File: config.mk
export PLATFORM = sky130hd
export DESIGN_NAME = mem_stage_flat
export DESIGN_NICKNAME = d
export VERILOG_FILES = /design/src/rtl/mips_pkg.sv /design/src/rtl/mem_stage_if.sv /design/src/rtl/mem_stage_load_align.sv /design/src/rtl/mem_stage.sv /design/src/flat_wrapper.sv
export SDC_FILE = /design/constraint.sdc
export NUM_CORES = 1
export LEC_CHECK = 0
export CAP_MARGIN = 10
export CORE_UTILIZATION = 39
export CTS_CLUSTER_DIAMETER = 50
export DETAILED_ROUTE_END_ITERATION = 7
export PLACE_DENSITY = 0.88
export RECOVER_POWER = 100
export SKIP_CTS_REPAIR_TIMING = 1
export SLEW_MARGIN = 20
export SYNTH_ARGS = -nofsm -noshare
export SYNTH_HDL_FRONTEND = slang
export SYNTH_SLANG_ARGS = --single-unit
File: constraint.sdc
create_clock -name clock -period 2.24 [get_ports clock]
set_input_delay 0.448 -clock clock [delete_from_list [all_inputs] [get_ports clock]]
set_output_delay 0.448 -clock clock [all_outputs]
set_load 0.1 [all_outputs]
File: src/rtl/mips_pkg.sv
// Shared encodings for the MIPS memory stage: access sizes and FSM states.
package mips_pkg;

    // Access size encodings as carried on MEM_Size (3 behaves like word).
    localparam logic [1:0] SZ_BYTE = 2'd0;
    localparam logic [1:0] SZ_HALF = 2'd1;
    localparam logic [1:0] SZ_WORD = 2'd2;

    // Memory-access FSM states.
    typedef enum logic {
        ST_IDLE = 1'b0,
        ST_WAIT = 1'b1
    } mem_state_t;

endpackage

File: src/rtl/mem_stage_if.sv
// Data-memory port. Handshake: the stage holds dmem_req=1 with stable
// addr/be/we/wdata until the memory answers with dmem_ready=1 in the same
// cycle; that cycle completes the access and dmem_rdata is valid only then.
// A request may be abandoned (reset or timeout) without ever seeing ready.
interface mem_stage_if;
    logic        dmem_req;
    logic        dmem_we;
    logic [31:0] dmem_addr;
    logic [3:0]  dmem_be;
    logic [31:0] dmem_wdata;
    logic [31:0] dmem_rdata;
    logic        dmem_ready;

    modport master (
        output dmem_req, dmem_we, dmem_addr, dmem_be, dmem_wdata,
        input  dmem_rdata, dmem_ready
    );

    modport slave (
        input  dmem_req, dmem_we, dmem_addr, dmem_be, dmem_wdata,
        output dmem_rdata, dmem_ready
    );
endinterface

File: src/rtl/mem_stage_load_align.sv
// Picks the addressed byte/half out of a read word and extends it.
module load_align
    import mips_pkg::*;
(
    input  logic [31:0] rdata,
    input  logic [1:0]  a,
    input  logic [1:0]  size,
    input  logic        uns,
    output logic [31:0] result
);

    logic [7:0]  lane_b;
    logic [15:0] lane_h;

    // Lane selection by low address bits, then sign/zero extension by size.
    always_comb begin
        lane_b = rdata[7:0];
        lane_h = rdata[15:0];
        result = rdata;
        case (a)
            2'd0: lane_b = rdata[7:0];
            2'd1: lane_b = rdata[15:8];
            2'd2: lane_b = rdata[23:16];
            default: lane_b = rdata[31:24];
        endcase
        if (a[1]) lane_h = rdata[31:16];
        case (size)
            SZ_BYTE: result = uns ? {24'd0, lane_b} : {{24{lane_b[7]}}, lane_b};
            SZ_HALF: result = uns ? {16'd0, lane_h} : {{16{lane_h[15]}}, lane_h};
            default: result = rdata;
        endcase
    end

endmodule

File: src/rtl/mem_stage.sv
// MIPS MEM stage with MEM/WB register: drives a variable-latency data
// memory, stalls upstream while waiting, aborts after TIMEOUT wait cycles.
module mem_stage
    import mips_pkg::*;
#(
    parameter int TIMEOUT = 16
) (
    input  logic        clock,
    input  logic        reset,
    input  logic [31:0] MEM_D1,
    input  logic [31:0] MEM_D2,
    input  logic [4:0]  MEM_RD,
    input  logic        MEM_RegWrite,
    input  logic        MEM_MemRead,
    input  logic        MEM_MemWrite,
    input  logic [1:0]  MEM_Size,
    input  logic        MEM_Unsigned,
    mem_stage_if.master bus,
    output logic        mem_stall,
    output logic [31:0] WB_Data,
    output logic [4:0]  WB_RD,
    output logic        WB_RegWrite,
    output logic        WB_Misalign,
    output logic        WB_BusErr,
    output mem_state_t  dbg_state
);

    localparam logic [7:0] TIMEOUT_CNT = 8'(TIMEOUT);

    mem_state_t  state, state_nx;
    logic [7:0]  cnt, cnt_nx;
    logic        access, misaligned, abort, complete;
    logic        is_byte, is_half, is_word;
    logic [31:0] load_data;
    logic [31:0] wb_data_nx;
    logic        wb_regwrite_nx, wb_misalign_nx, wb_buserr_nx;

    assign is_byte    = (MEM_Size == SZ_BYTE);
    assign is_half    = (MEM_Size == SZ_HALF);
    assign is_word    = !is_byte && !is_half;
    assign access     = MEM_MemRead | MEM_MemWrite;
    assign misaligned = (is_half & MEM_D1[0]) | (is_word & (MEM_D1[1:0] != 2'b00));
    assign dbg_state  = state;

    // Lane steering; recomputed each cycle from the held EX/MEM inputs.
    always_comb begin
        bus.dmem_we    = MEM_MemWrite;
        bus.dmem_addr  = {MEM_D1[31:2], 2'b00};
        bus.dmem_be    = 4'b1111;
        bus.dmem_wdata = MEM_D2;
        if (is_byte) begin
            bus.dmem_be    = 4'b0001 << MEM_D1[1:0];
            bus.dmem_wdata = {4{MEM_D2[7:0]}};
        end else if (is_half) begin
            bus.dmem_be    = MEM_D1[1] ? 4'b1100 : 4'b0011;
            bus.dmem_wdata = {2{MEM_D2[15:0]}};
        end
    end

    // FSM next state, request and wait counter; reset low forces the request off.
    always_comb begin
        state_nx     = state;
        cnt_nx       = cnt;
        bus.dmem_req = 1'b0;
        abort        = 1'b0;
        case (state)
            ST_IDLE: begin
                if (access && !misaligned && reset) begin
                    bus.dmem_req = 1'b1;
                    if (!bus.dmem_ready) begin
                        state_nx = ST_WAIT;
                        cnt_nx   = 8'd1;
                    end
                end
            end
            ST_WAIT: begin
                bus.dmem_req = reset;
                if (bus.dmem_ready) begin
                    state_nx = ST_IDLE;
                    cnt_nx   = 8'd0;
                end else if (cnt == TIMEOUT_CNT) begin
                    abort    = 1'b1;
                    state_nx = ST_IDLE;
                    cnt_nx   = 8'd0;
                end else begin
                    cnt_nx = cnt + 8'd1;
                end
            end
            default: begin
                state_nx = ST_IDLE;
                cnt_nx   = 8'd0;
            end
        endcase
    end

    assign mem_stall = bus.dmem_req & ~bus.dmem_ready & ~abort;
    assign complete  = bus.dmem_req & bus.dmem_ready;

    load_align u_load_align (
        .rdata  (bus.dmem_rdata),
        .a      (MEM_D1[1:0]),
        .size   (MEM_Size),
        .uns    (MEM_Unsigned),
        .result (load_data)
    );

    // Next MEM/WB contents: bubble while stalled, flags on abort/misalign.
    always_comb begin
        wb_data_nx     = MEM_D1;
        wb_regwrite_nx = 1'b0;
        wb_misalign_nx = 1'b0;
        wb_buserr_nx   = 1'b0;
        if (mem_stall) begin
            wb_regwrite_nx = 1'b0;
        end else if (abort) begin
            wb_buserr_nx = 1'b1;
        end else if (access && misaligned) begin
            wb_misalign_nx = 1'b1;
        end else if (complete && MEM_MemRead) begin
            wb_data_nx     = load_data;
            wb_regwrite_nx = MEM_RegWrite;
        end else if (!access) begin
            wb_regwrite_nx = MEM_RegWrite;
        end
    end

    // FSM state and wait counter registers.
    always_ff @(posedge clock or negedge reset) begin
        if (!reset) begin
            state <= ST_IDLE;
            cnt   <= 8'd0;
        end else begin
            state <= state_nx;
            cnt   <= cnt_nx;
        end
    end

    // MEM/WB pipeline register.
    always_ff @(posedge clock or negedge reset) begin
        if (!reset) begin
            WB_Data     <= 32'd0;
            WB_RD       <= 5'd0;
            WB_RegWrite <= 1'b0;
            WB_Misalign <= 1'b0;
            WB_BusErr   <= 1'b0;
        end else begin
            WB_Data     <= wb_data_nx;
            WB_RD       <= MEM_RD;
            WB_RegWrite <= wb_regwrite_nx;
            WB_Misalign <= wb_misalign_nx;
            WB_BusErr   <= wb_buserr_nx;
        end
    end

endmodule

File: src/flat_wrapper.sv
// flat-port wrapper written by rule: the top's interface ports become plain ports
module mem_stage_flat import mips_pkg::*;
#(
    parameter int TIMEOUT = 16
)
  (clock, reset, MEM_D1, MEM_D2, MEM_RD, MEM_RegWrite, MEM_MemRead, MEM_MemWrite, MEM_Size, MEM_Unsigned, mem_stall, WB_Data, WB_RD, WB_RegWrite, WB_Misalign, WB_BusErr, dbg_state, bus_dmem_req, bus_dmem_we, bus_dmem_addr, bus_dmem_be, bus_dmem_wdata, bus_dmem_rdata, bus_dmem_ready);
  mem_stage_if bus_i ();
  input  logic clock;
  input  logic reset;
  input  logic [31:0] MEM_D1;
  input  logic [31:0] MEM_D2;
  input  logic [4:0] MEM_RD;
  input  logic MEM_RegWrite;
  input  logic MEM_MemRead;
  input  logic MEM_MemWrite;
  input  logic [1:0] MEM_Size;
  input  logic MEM_Unsigned;
  output logic mem_stall;
  output logic [31:0] WB_Data;
  output logic [4:0] WB_RD;
  output logic WB_RegWrite;
  output logic WB_Misalign;
  output logic WB_BusErr;
  output mem_state_t dbg_state;
  output wire logic [$bits(bus_i.dmem_req)-1:0] bus_dmem_req;
  output wire logic [$bits(bus_i.dmem_we)-1:0] bus_dmem_we;
  output wire logic [$bits(bus_i.dmem_addr)-1:0] bus_dmem_addr;
  output wire logic [$bits(bus_i.dmem_be)-1:0] bus_dmem_be;
  output wire logic [$bits(bus_i.dmem_wdata)-1:0] bus_dmem_wdata;
  input wire logic [$bits(bus_i.dmem_rdata)-1:0] bus_dmem_rdata;
  input wire logic [$bits(bus_i.dmem_ready)-1:0] bus_dmem_ready;
  assign bus_dmem_req = bus_i.dmem_req;
  assign bus_dmem_we = bus_i.dmem_we;
  assign bus_dmem_addr = bus_i.dmem_addr;
  assign bus_dmem_be = bus_i.dmem_be;
  assign bus_dmem_wdata = bus_i.dmem_wdata;
  assign bus_i.dmem_rdata = bus_dmem_rdata;
  assign bus_i.dmem_ready = bus_dmem_ready;
  mem_stage #(.TIMEOUT(TIMEOUT)) u_core (.clock(clock), .reset(reset), .MEM_D1(MEM_D1), .MEM_D2(MEM_D2), .MEM_RD(MEM_RD), .MEM_RegWrite(MEM_RegWrite), .MEM_MemRead(MEM_MemRead), .MEM_MemWrite(MEM_MemWrite), .MEM_Size(MEM_Size), .MEM_Unsigned(MEM_Unsigned), .bus(bus_i), .mem_stall(mem_stall), .WB_Data(WB_Data), .WB_RD(WB_RD), .WB_RegWrite(WB_RegWrite), .WB_Misalign(WB_Misalign), .WB_BusErr(WB_BusErr), .dbg_state(dbg_state));
endmodule
### Word level (Yosys, flattened, before mapping)

Index checks and enable logic that the tools add are counted.

| word-level totals | value |
|---|---|
| flip-flop bits (word level) | 49 |
| bits of input ports | 110 |
| output and inout port bits | 112 |

| operators by class | value |
|---|---|
| add/subtract/negate cells | 1 |
| equal/unequal tests | 6 |
| shift operators | 1 |
| multiplexer cells | 39 |
| bitwise logic cells | 10 |
| reduce and logical (&&, ||, !) cells | 12 |

Operator list:

| cell | count |
|---|---|
| 32-bit 2-to-1 mux | 8 |
| 32-bit case mux with 2 select lines | 1 |
| 8-bit 2-to-1 mux | 4 |
| 8-bit case mux with 3 select lines | 1 |
| 1-bit 2-to-1 mux | 18 |
| 16-bit 2-to-1 mux | 1 |
| 8-bit case mux with 2 select lines | 1 |
| 4-bit 2-to-1 mux | 3 |
| 8-bit by 1-bit adder with 8-bit output, second input constant | 1 |
| 8-bit by 5-bit equality test with 1-bit output, second input constant | 1 |
| 1-bit AND | 5 |
| 1-bit logical AND | 5 |
| 2-bit by 1-bit equality test with 1-bit output, second input constant | 2 |
| 2-bit logical NOT | 2 |
| 1-bit case mux with 2 select lines | 2 |
| 1-bit by 2-bit << shifter with 4-bit output, first input constant | 1 |
| 1-bit logical NOT | 3 |
| 1-bit NOT | 3 |
| 2-bit equality test, second input constant | 1 |
| 2-bit by 1-bit inequality test with 1-bit output, second input constant | 1 |
| 2-bit inequality test, second input constant | 1 |
| 1-bit bitwise OR | 2 |
| 2-bit AND reduction | 1 |
| 2-bit nonzero test | 1 |

### Longest topological paths before layout

| logic depth | value |
|---|---|
| word-level depth | 16 |
| depth in mapped cells | 6 |

### Modules after synthesis

A second synthesis with hierarchy kept.

| unflattened totals | value |
|---|---|
| cell total of the unflattened synthesis | 358 |
| area total of the unflattened synthesis | 3701.0 µm² |

Modules (own cells, without submodules):

| module | times used | cells an instance | area each (µm²) | sequential area each (µm²) |
|---|---|---|---|---|
| mem_stage | 1 | 243 | 2855.2 | 1226.2 |
| load_align | 1 | 115 | 845.8 | 0.0 |

### Worst setup path before layout

No wires, ideal clock.

| timing path | value |
|---|---|
| path kind | input-to-output |
| start point | input port MEM_Size[1] |
| end point | output port bus_dmem_wdata[29] |
| arrival | 3.122 ns |
| data required time | 1.792 ns |
| path slack | -1.330 ns |
| cell stages on the path | 4 |
| path buffers | 3 |
| path through | buf_4 buf_2 clkbuf_1 o21ai_0 |

| on the way | value |
|---|---|
| longest elaborated chain between the ends | 3 |

RTL lines:

| item | line | RTL |
|---|---|---|
| from (decl) | flat_wrapper.sv:16 | `input logic [1:0] MEM_Size;` |
| 2-bit by 1-bit equality test with 1-bit output | mem_stage.sv:39 | `assign is_half = (MEM_Size == SZ_HALF);` |
| 32-bit 2-to-1 mux | mem_stage.sv:54 | `end else if (is_half) begin` |
| 32-bit 2-to-1 mux * | mem_stage.sv:51 | `if (is_byte) begin` |
| to (decl) | flat_wrapper.sv:29 | `output wire logic [$bits(bus_i.dmem_wdata)-1:0] bus_dmem_wdata;` |

Every way passes the cells marked *; elsewhere a longest branch is shown, timed or not.

### Worst setup path after layout

| timing path | value |
|---|---|
| start point | input port MEM_D1[0] |
| end point | output port bus_dmem_be[2] |

| on the way | value |
|---|---|
| longest elaborated chain between the ends | 2 |

RTL lines:

| item | line | RTL |
|---|---|---|
| from (decl) | flat_wrapper.sv:10 | `input logic [31:0] MEM_D1;` |
| 1-bit by 2-bit << shifter with 4-bit output | mem_stage.sv:52 | `bus.dmem_be = 4'b0001 << MEM_D1[1:0];` |
| 4-bit 2-to-1 mux | mem_stage.sv:51 |  |
| to (decl) | flat_wrapper.sv:28 | `output wire logic [$bits(bus_i.dmem_be)-1:0] bus_dmem_be;` |

Every way passes these cells.

==> results.cfg <==
[outcome]
status = finished, final reports clean

[min_path]
hp-class = reg -> reg
min_from = u_core.cnt[0]
holdPathEnd = u_core.cnt[0]
min_path_cells = 1

[timing]
tightest_slew_ps = 1430
finalSetupViolCount = 0
fmax_ghz = 0.459
period_share = 0.973
period_minus_slack_ps = 2180
final_hold_viol_count = 0
slew_headroom = 0.0469
worst_slack_ps = 60.6
clock_skew_ps = 4.25
slew_violations = 0

[yosys]
ys_async_sr_fraction = 1.00
synth_flop_cell = dfrtp_1
syn_area_per_cell_um2 = 9.38
synth.distinct_cells = 48
synth_edf_count = 0
yosysTopAreaCell = dfrtp_1
synthTopCellsByArea = dfrtp_1 37%, buf_4 10%, mux2_2 6.7%
synth.top_cell.area_share = 0.367
yosysSeqAreaShare = 0.367
synthCells = 356
ys_ff_latch = 49
netlist_area_mm2 = 0.00334
yosysWarnings = 0

[cells_and_area]
fillers = 657
syn2layout_area_growth_pct = 69.2
regArea_mm2 = 0.00123
final_layout_size_suffix_gt1_frac = 0.321
multiInputGateArea_mm2 = 0.00176
diodes = 0
nNetsFinal = 663
final_cell_count_no_fill = 657

[clock_network]
clock_latency_ps = 300
cts-buffers-inserted = 5
htreeDepth = 2
cts.clk_slew.worst_paths_ps = 90
clockBufferDepth = 2
cts-root-buf = clkbuf_8
cts_sinks = 49
tritoncts = done

[critical_path]
reg2reg_from = u_core.cnt[5]
rrSetupSlack_ps = 530
crit_type = in -> out
reg2reg_depth = 5
endpoint_kind = primary output
r2r_end = u_core.cnt[4]
cp-start-kind = primary input
crit_fanout = 9
cp.required_ps = 1790
arrival_ps = 1730

[drt]
wl_per_cell_um = 18.6
drc = 0
drt_iter0_drc = 129
via_count = 3603
via_per_inst = 5.48
first_pass_iters = 5
finalWirelength_mm = 12.3
detail-route-antenna-nets = 0

[global_route]
antenna_found_initial = 0
grt_use_total = 0.264
grt_overflow = 0
grt_pass1_wl_mm = 18.0
grt_pass1_vias = 3663
grt_start_max_net_pins = 29

[floorplanning]
row_count = 33
die_x_um = 94.6
core_mm2 = 0.00826
die-area_mm2 = 0.00894
io_pins = 222
die_y_um = 94.6
initial_core_util = 0.405

[place]
port-buffer-count = 219
dp_hpwl_mm = 9.87
dp_cells = 644
place.gp.congestion = 0.926
pre_cts_slack_ps = -254

[power_and_ir_drop]
ir_drop_uv = 251
power_uw = 3520
p_per_area_mw_per_mm2 = 622
total_leakage_power_uw = 0.00259

[run]
maxCapViolations = 0
report_power, final:
group / leakage, uW / internal [uW] / switching [uW]
logic: 0.00194 / 540 / 1350
registers: 0.000593 / 944 / 29.6
clock network: 0.0000585 / 364 / 289
total: 0.00259 / 1850 / 1670
state kept, by name, indices dropped and copies added (netlist names):
| signal | flops |
|---|---|
| u_core.WB_Data | 32 |
| u_core.cnt | 8 |
| u_core.WB_RD | 5 |
| u_core.WB_BusErr | 1 |
| u_core.WB_Misalign | 1 |
| u_core.WB_RegWrite | 1 |
| u_core.dbg_state | 1 |
metal layers:
metal  GRT usage  wire length [um]
met1       0.259              4090
met2       0.503              6520
met3      0.0733              1200
met4       0.133               454
met5           0                 0
cell families (layout without fill, tap and decap cells):
group	after synthesis	in the layout	share of synthesized area
other	1	2	0.00112
multiplexers	31	31	0.104
flip-flops	49	49	0.367
AO/OA/AOI/OAI	114	114	0.239
buffers and inverters	68	263	0.139
AND/OR/NAND/NOR	91	91	0.142
adder cells (fa/ha/maj)	2	2	0.00749
critical path, stage by stage:
cell and delay, ps:
clkdlybuf4s50_1 440, buf_4 160, nor2b_1 130, buf_4 170, o21ai_2 130, buf_6 240
synth_stat cells (2+ instances only):
library cell / count
mux2_2: 20
nor3b_1: 2
nor3_1: 4
mux2i_1: 10
buf_2: 6
ha_1: 2
o21ai_2: 11
nand2_1: 39
buf_6: 4
a31oi_1: 6
a211o_1: 4
a31o_2: 2
nor2b_1: 5
nor2_1: 10
a22o_1: 9
or2_2: 2
a21o_1: 8
o22a_1: 8
o31ai_1: 4
and3_1: 9
or3_1: 2
a21oi_1: 25
inv_1: 2
o22ai_1: 3
o21ai_0: 25
nor4bb_1: 4
clkbuf_1: 7
dfrtp_1: 49
buf_4: 46
nand3b_1: 2
nand2b_1: 2
nand3_1: 7
inv_2: 2
stage by stage:
| stage | hold slack (ps) | setup TNS (ps) | util | cell area, um^2 |
|---|---|---|---|---|
| after global placement | 516 | -1520 | 0.746 | 6160 |
| final | 539 | 0 | 0.684 | 5650 |
| after CTS | 290 | -841 | 0.760 | 6280 |
| after detailed placement | 525 | -3130 | 0.746 | 6160 |
| after floorplan | 152 | -133 | - | 3460 |
| after global routing | 606 | -4.09 | 0.684 | 5650 |
worst max-delay path by stage:
stage	startpoint	end	slack (ps)	cells past startpoint
final	MEM_D1[0]	bus_dmem_be[2]	60	6
after global routing	MEM_D1[0]	u_core.WB_Data[1]	-4	9
after CTS	MEM_Size[0]	bus_dmem_be[0]	-90	6
after detailed placement	MEM_Size[0]	u_core.WB_Data[31]	-250	5
after global placement	MEM_Size[0]	u_core.WB_Data[18]	-130	5
after floorplan	MEM_Size[1]	bus_dmem_wdata[29]	-100	4
layout make-up:
type,count,share of cell area
Clock buffer,7,0.0153
Clock inverter,1,0.00531
Inverter,4,0.00266
Multi-Input combinational cell,240,0.311
Sequential cell,49,0.217
Tap cell,105,0.0232
Timing Repair Buffer,251,0.425
placed cells by master (no fill, tap or decap), types with 7 or more instances in the layout:
cell type | netlist | final
dfrtp_1 | 49 | 48
buf_4 | 46 | 26
a22o_1 | 9 | 9
nor2_1 | 10 | 10
nand3_1 | 7 | 7
buf_12 | 0 | 35
mux2i_1 | 10 | 10
dlygate4sd3_1 | 0 | 15
a21o_1 | 8 | 8
a21oi_1 | 25 | 25
clkbuf_2 | 0 | 69
o22a_1 | 8 | 8
clkdlybuf4s50_1 | 0 | 90
o21ai_4 | 1 | 9
nand2_1 | 39 | 39
o21ai_2 | 11 | 8
and3_1 | 9 | 9
o21ai_0 | 25 | 16
clkbuf_1 | 7 | 8
mux2_1 | 0 | 16
No activity file was read; power rests on OpenSTA's default activity.
